File: src/rtl/dm_pkg.sv
// Shared widths and encodings for the data-memory responder.
package dm_pkg;

  localparam int DATA_W = 16;
  localparam int ADDR_W = 16;

  typedef enum logic [1:0] {
    IDLE = 2'd0,
    WAIT = 2'd1,
    DONE = 2'd2
  } state_e;

  typedef enum logic {
    OP_RD = 1'b0,
    OP_WR = 1'b1
  } op_e;

endpackage

File: src/rtl/dm_array.sv
// DEPTH x DATA_W synchronous single-port storage with a registered read port.
// Contents are not reset; only the read register is.
module dm_array
  import dm_pkg::*;
#(
  parameter int DEPTH = 256,
  localparam int AW   = $clog2(DEPTH)
) (
  input  logic              clk,
  input  logic              rst_n,
  input  logic              we,
  input  logic              re,
  input  logic              rd_zero,
  input  logic [AW-1:0]     addr,
  input  logic [DATA_W-1:0] wdata,
  output logic [DATA_W-1:0] rdata
);

  logic [DATA_W-1:0] mem [DEPTH];
  logic [DATA_W-1:0] rdata_q;

  // Storage write port.
  always_ff @(posedge clk) begin
    if (we) mem[addr] <= wdata;
  end

  // Read register: updates only on a read, otherwise holds the last value.
  always_ff @(posedge clk or negedge rst_n) begin
    if (!rst_n) begin
      rdata_q <= '0;
    end else if (re) begin
      rdata_q <= rd_zero ? '0 : mem[addr];
    end
  end

  assign rdata = rdata_q;

endmodule

File: src/rtl/dm_responder.sv
// Data-memory responder: accepts one word access at a time, inserts
// WAIT_CYCLES wait states, then completes with a one-cycle DM_Ready pulse.
// Optional macro DM_RANGE_CHECK_EN adds DM_Err and suppresses accesses at or
// above DEPTH instead of aliasing them.
module dm_responder
  import dm_pkg::*;
#(
  parameter int DEPTH       = 256,
  parameter int WAIT_CYCLES = 2
) (
  input  logic              clk,
  input  logic              rst_n,
  input  logic              DM_Read,
  input  logic              DM_Wr,
  input  logic [ADDR_W-1:0] DM_Addr,
  input  logic [DATA_W-1:0] DM_WData,
  output logic [DATA_W-1:0] DM_RData,
  output logic              DM_Ready,
`ifdef DM_RANGE_CHECK_EN
  output logic              DM_Err,
`endif
  output logic              DM_Busy
);

  localparam int AW = $clog2(DEPTH);

  state_e            state_q, state_d;
  logic [3:0]        cnt_q, cnt_d;
  op_e               op_q, op_d;
  logic [AW-1:0]     addr_q, addr_d;
  logic [DATA_W-1:0] wdata_q, wdata_d;
  logic              oor_q, oor_d;
  logic              ready_q, busy_q;
  logic              accept, oor_acc;
  logic              mem_we, mem_re;
  logic              unused_addr;

  assign unused_addr = ^DM_Addr;

  // Next-state logic; array read is issued on the edge entering DONE so the
  // data is already registered while DM_Ready is high.
  always_comb begin
    accept  = (state_q == IDLE) && (DM_Read || DM_Wr);
`ifdef DM_RANGE_CHECK_EN
    oor_acc = {16'd0, DM_Addr} >= 32'(DEPTH);
`else
    oor_acc = 1'b0;
`endif
    state_d = state_q;
    cnt_d   = cnt_q;
    op_d    = op_q;
    addr_d  = addr_q;
    wdata_d = wdata_q;
    oor_d   = oor_q;
    case (state_q)
      IDLE: begin
        if (accept) begin
          op_d    = DM_Wr ? OP_WR : OP_RD;
          addr_d  = DM_Addr[AW-1:0];
          wdata_d = DM_WData;
          oor_d   = oor_acc;
          cnt_d   = 4'(WAIT_CYCLES);
          state_d = (WAIT_CYCLES > 0) ? WAIT : DONE;
        end
      end
      WAIT: begin
        cnt_d = cnt_q - 4'd1;
        if (cnt_q == 4'd1) state_d = DONE;
      end
      DONE:    state_d = IDLE;
      default: state_d = IDLE;
    endcase
    mem_re = (state_d == DONE) && (op_d == OP_RD);
    mem_we = (state_q == DONE) && (op_q == OP_WR) && !oor_q;
  end

  // FSM state, latched access and registered handshake outputs.
  always_ff @(posedge clk or negedge rst_n) begin
    if (!rst_n) begin
      state_q <= IDLE;
      cnt_q   <= '0;
      op_q    <= OP_RD;
      addr_q  <= '0;
      wdata_q <= '0;
      oor_q   <= 1'b0;
      ready_q <= 1'b0;
      busy_q  <= 1'b0;
    end else begin
      state_q <= state_d;
      cnt_q   <= cnt_d;
      op_q    <= op_d;
      addr_q  <= addr_d;
      wdata_q <= wdata_d;
      oor_q   <= oor_d;
      ready_q <= (state_d == DONE);
      busy_q  <= (state_d != IDLE);
    end
  end

`ifdef DM_RANGE_CHECK_EN
  logic err_q;

  // Error flag pulses alongside DM_Ready for an out-of-range access.
  always_ff @(posedge clk or negedge rst_n) begin
    if (!rst_n) err_q <= 1'b0;
    else        err_q <= (state_d == DONE) && oor_d;
  end

  assign DM_Err = err_q;
`endif

  dm_array #(
    .DEPTH(DEPTH)
  ) u_array (
    .clk    (clk),
    .rst_n  (rst_n),
    .we     (mem_we),
    .re     (mem_re),
    .rd_zero(oor_d),
    .addr   (addr_d),
    .wdata  (wdata_q),
    .rdata  (DM_RData)
  );

  assign DM_Ready = ready_q;
  assign DM_Busy  = busy_q;

endmodule

File: config.mk
export PLATFORM = sky130hd
export DESIGN_NAME = dm_responder
export DESIGN_NICKNAME = d
export VERILOG_FILES = /design/src/rtl/dm_pkg.sv /design/src/rtl/dm_array.sv /design/src/rtl/dm_responder.sv
export SDC_FILE = /design/constraint.sdc
export NUM_CORES = 2
export LEC_CHECK = 0
export BUFFER_PORTS_ARGS = -buffer_cell sky130_fd_sc_hd__buf_2
export CELL_PAD_IN_SITES_DETAIL_PLACEMENT = 1
export CELL_PAD_IN_SITES_GLOBAL_PLACEMENT = 1
export CORE_AREA = 3 3 815 817
export DETAILED_ROUTE_END_ITERATION = 10
export DIE_AREA = 0 0 818 820
export GPL_ROUTABILITY_DRIVEN = 0
export PLACE_DENSITY_LB_ADDON = 0.1
export RECOVER_POWER = 100
export SLEW_MARGIN = 5
export SYNTH_ARGS = -nofsm -noshare
export SYNTH_HDL_FRONTEND = slang
export SYNTH_SLANG_ARGS = --single-unit
File: constraint.sdc
create_clock -name clk -period 11.1 [get_ports clk]
set_input_delay 1.665 -clock clk [delete_from_list [all_inputs] [get_ports clk]]
set_output_delay 1.665 -clock clk [all_outputs]
set_load 0.05 [all_outputs]
==> results.py <==
metrics = {
    "worst_setup_path": {
        "worst-endpoint-required_ps": 11690,
        "r2r_slack_ps": 2230,
        "cp_max_fo": 28,
        "worstPathArrival_ps": 10150,
        "cp-end-kind": "flop",
        "start_kind": "primary input",
        "setup.worst_path.class": "primary input to flop",
    },
    "synth": {
        "synth_flop_cell": "edfxtp_1",
        "synth_seq_cells": 4146,
        "synth.distinct_cells": 87,
        "yosysTopAreaCellShare_pct": 74.9,
        "yosysSeqAreaShare_pct": 75.6,
        "syn_area_um2": 164000,
        "synthCells": 10600,
        "synth_common_cells": "edfxtp_1, nand2_1, mux2i_1",
        "synthTopCellsByArea": "edfxtp_1, nand2_1, mux2i_1",
        "ys_warn_count": 0,
        "synth-async-reset-ratio_pct": 1.21,
        "yosysTopAreaCell": "edfxtp_1",
        "yosysMostFrequentCell": "edfxtp_1",
        "syn_nets": 10600,
        "synth_edf_count": 4096,
        "syn_area_per_cell_um2": 15.5,
    },
    "timing": {
        "drv_slew": 5030,
        "fin_setup_tns_ps": 0,
        "hold_ws_ps": 504,
        "setup_violations": 0,
        "finClkSkew_ps": 94.2,
        "final.period_utilization_pct": 86.1,
        "worst_pin_slew_ps": 7390,
        "rsz0062_at_grt": "no",
        "hold_viol": 0,
        "max_freq_mhz": 105,
        "maxSlewHeadroom_pct": -393,
        "period_needed_ps": 9560,
    },
    "global_route": {
        "grt_max_degree": 144,
        "grt_pass1_wl_um": 1010000,
        "grt.overflow.total": 0,
        "first_global_vias": 104000,
        "antenna_found_initial": 104,
        "grtUsageTotal_pct": 22.1,
    },
    "clocking": {
        "post_cts_buffers": 0,
        "cts_root_buf": "clkbuf_16",
        "cts_resized": 0,
        "cts_tree": "done",
        "cts_buffers": 481,
        "clk_pin_slew_ps": 60,
        "h-tree-depth": 5,
        "cts_hold_buffers": 0,
        "cts_sinks": 4146,
        "cts.path.max_buffers": 4,
        "clock_latency_ps": 1090,
    },
    "layout": {
        "nFillCells": 68600,
        "finalNetCount": 11000,
        "drive_gt1_share_pct": 13.7,
        "area_growth_pct": 17.0,
        "stdcell_area_um2": 192000,
    },
    "routing": {
        "wl_per_cell_um": 38.1,
        "ant_nets": 0,
        "drc": 0,
        "avgViaCountPerCell": 5.13,
        "drt_iter0_markers": 11200,
        "dr.pass1.iters": 6,
        "wirelength_um": 765000,
        "via_count": 103000,
    },
    "worst_hold_path": {
        "hold_path_class": "flop to flop",
    },
    "die": {
        "die_w_um": 818,
        "core_um2": 658000,
        "die_h_um": 820,
        "dieArea_um2": 671000,
        "io_pins": 54,
        "start_util_pct": 25.0,
        "rows": 298,
    },
    "placement": {
        "hpwl_um": 465000,
        "placed_area_um2": 178000,
        "io_buffers": 45,
    },
    "status": {
        "failed_checks": "max-capacitance violations, max-slew violations",
        "outcome": "finished, violations left",
    },
    "power_and_ir_drop": {
        "p_leak_nw": 60.9,
        "irDropWorstVdd_mv": 0.213,
        "power_density_nw_per_um2": 294,
    },
    "flow_run": {
        "maxCapViolCount": 138,
    },
}
area by class of cell:
cell class | instances | area [um^2] | area share, %
Antenna cell | 55 | 138 | 0.0716
Inverter | 10 | 82.6 | 0.0430
Sequential cell | 4146 | 124000 | 64.6
Multi-Input combinational cell | 5663 | 37500 | 19.5
Tap cell | 8700 | 10900 | 5.66
Clock inverter | 278 | 2290 | 1.19
Clock buffer | 609 | 12600 | 6.56
Timing Repair Buffer | 617 | 4450 | 2.31
routing by layer:
layer	up-vias	GRT usage (%)	routed length (um)
li1	42200	-	-
met1	56700	30.6	341000
met4	10	5.74	23800
met5	-	0	60
met3	832	3.03	41800
met2	3230	36.5	359000
sequential cells by signal, indices dropped and copies added (netlist names):
name           cells
oor_q              1
u_array.mem     4096
u_array.rdata     16
DM_Busy            1
cnt_q              4
DM_Ready           1
addr_q             8
op_q               1
state_q            2
wdata_q           16
worst max-delay path, cell delays in order:
cell,delay [ps]
clkbuf_1,230
nor2_1,2010
o21ai_0,380
and2_2,460
buf_4,300
nor2_1,1950
buf_12,400
nand2_2,720
nor2_1,550
clkbuf_1,1250
worst paths after layout:
| path | startpoint | endpoint | cells past startpoint |
|---|---|---|---|
| max in group asynchronous | rst_n | u_array.rdata[10] | 2 |
| max | DM_Wr | u_array.mem[60][5] | 10 |
| max reg2reg | wdata_q[15] | u_array.mem[13][15] | 1 |
| min | cnt_q[3] | cnt_q[3] | 1 |
| min in group asynchronous | rst_n | wdata_q[9] | 1 |
| min reg2reg | cnt_q[3] | cnt_q[3] | 1 |
power breakdown:
| group | total (W) | internal, W | leakage, nW | switching (W) |
|---|---|---|---|---|
| Combinational | 0.0208 | 0.00474 | 15.9 | 0.0160 |
| Sequential | 0.0204 | 0.0199 | 37.7 | 0.000587 |
| Clock | 0.0154 | 0.00863 | 7.28 | 0.00675 |
cells by family (layout without fill, tap and decap cells):
kind of cell	after synthesis	after routing	synth area share, %
other cells	0	55	0
simple gates	3137	3137	8.54
xor+xnor	1	1	0.00533
flops	4146	4146	75.6
fa+ha+maj	2	2	0.0152
mux	726	726	5.78
compound gates	1797	1797	7.57
buf+inv	760	1514	2.48
cells in the final DEF, fill, tap and decap left out, types with 132 or more instances in the layout:
| master | n |
|---|---|
| clkbuf_16 | 483 |
| clkinv_1 | 132 |
| a211oi_1 | 431 |
| mux2i_1 | 525 |
| buf_4 | 377 |
| o22ai_1 | 185 |
| and3_1 | 355 |
| a21oi_1 | 301 |
| a31oi_1 | 236 |
| nand3_1 | 399 |
| mux4_2 | 175 |
| edfxtp_1 | 4096 |
| o21ai_0 | 135 |
| clkbuf_1 | 290 |
| nor2_1 | 170 |
| nand2_1 | 1761 |
per-stage QoR:
| stage | cells | utilization (%) | power, W | setup slack (ps) |
|---|---|---|---|---|
| after floorplan | 10600 | - | 0.0306 | 5890 |
| after global placement | 19100 | 27.1 | 0.0413 | 2210 |
| after detailed placement | 19100 | 27.1 | 0.0415 | 2510 |
| after CTS | 20000 | 29.4 | 0.0570 | 3600 |
| after global routing | 20000 | 29.2 | 0.0585 | 1790 |
| final | 20100 | 29.2 | 0.0566 | 1540 |
No activity file was read; power rests on OpenSTA's default activity.
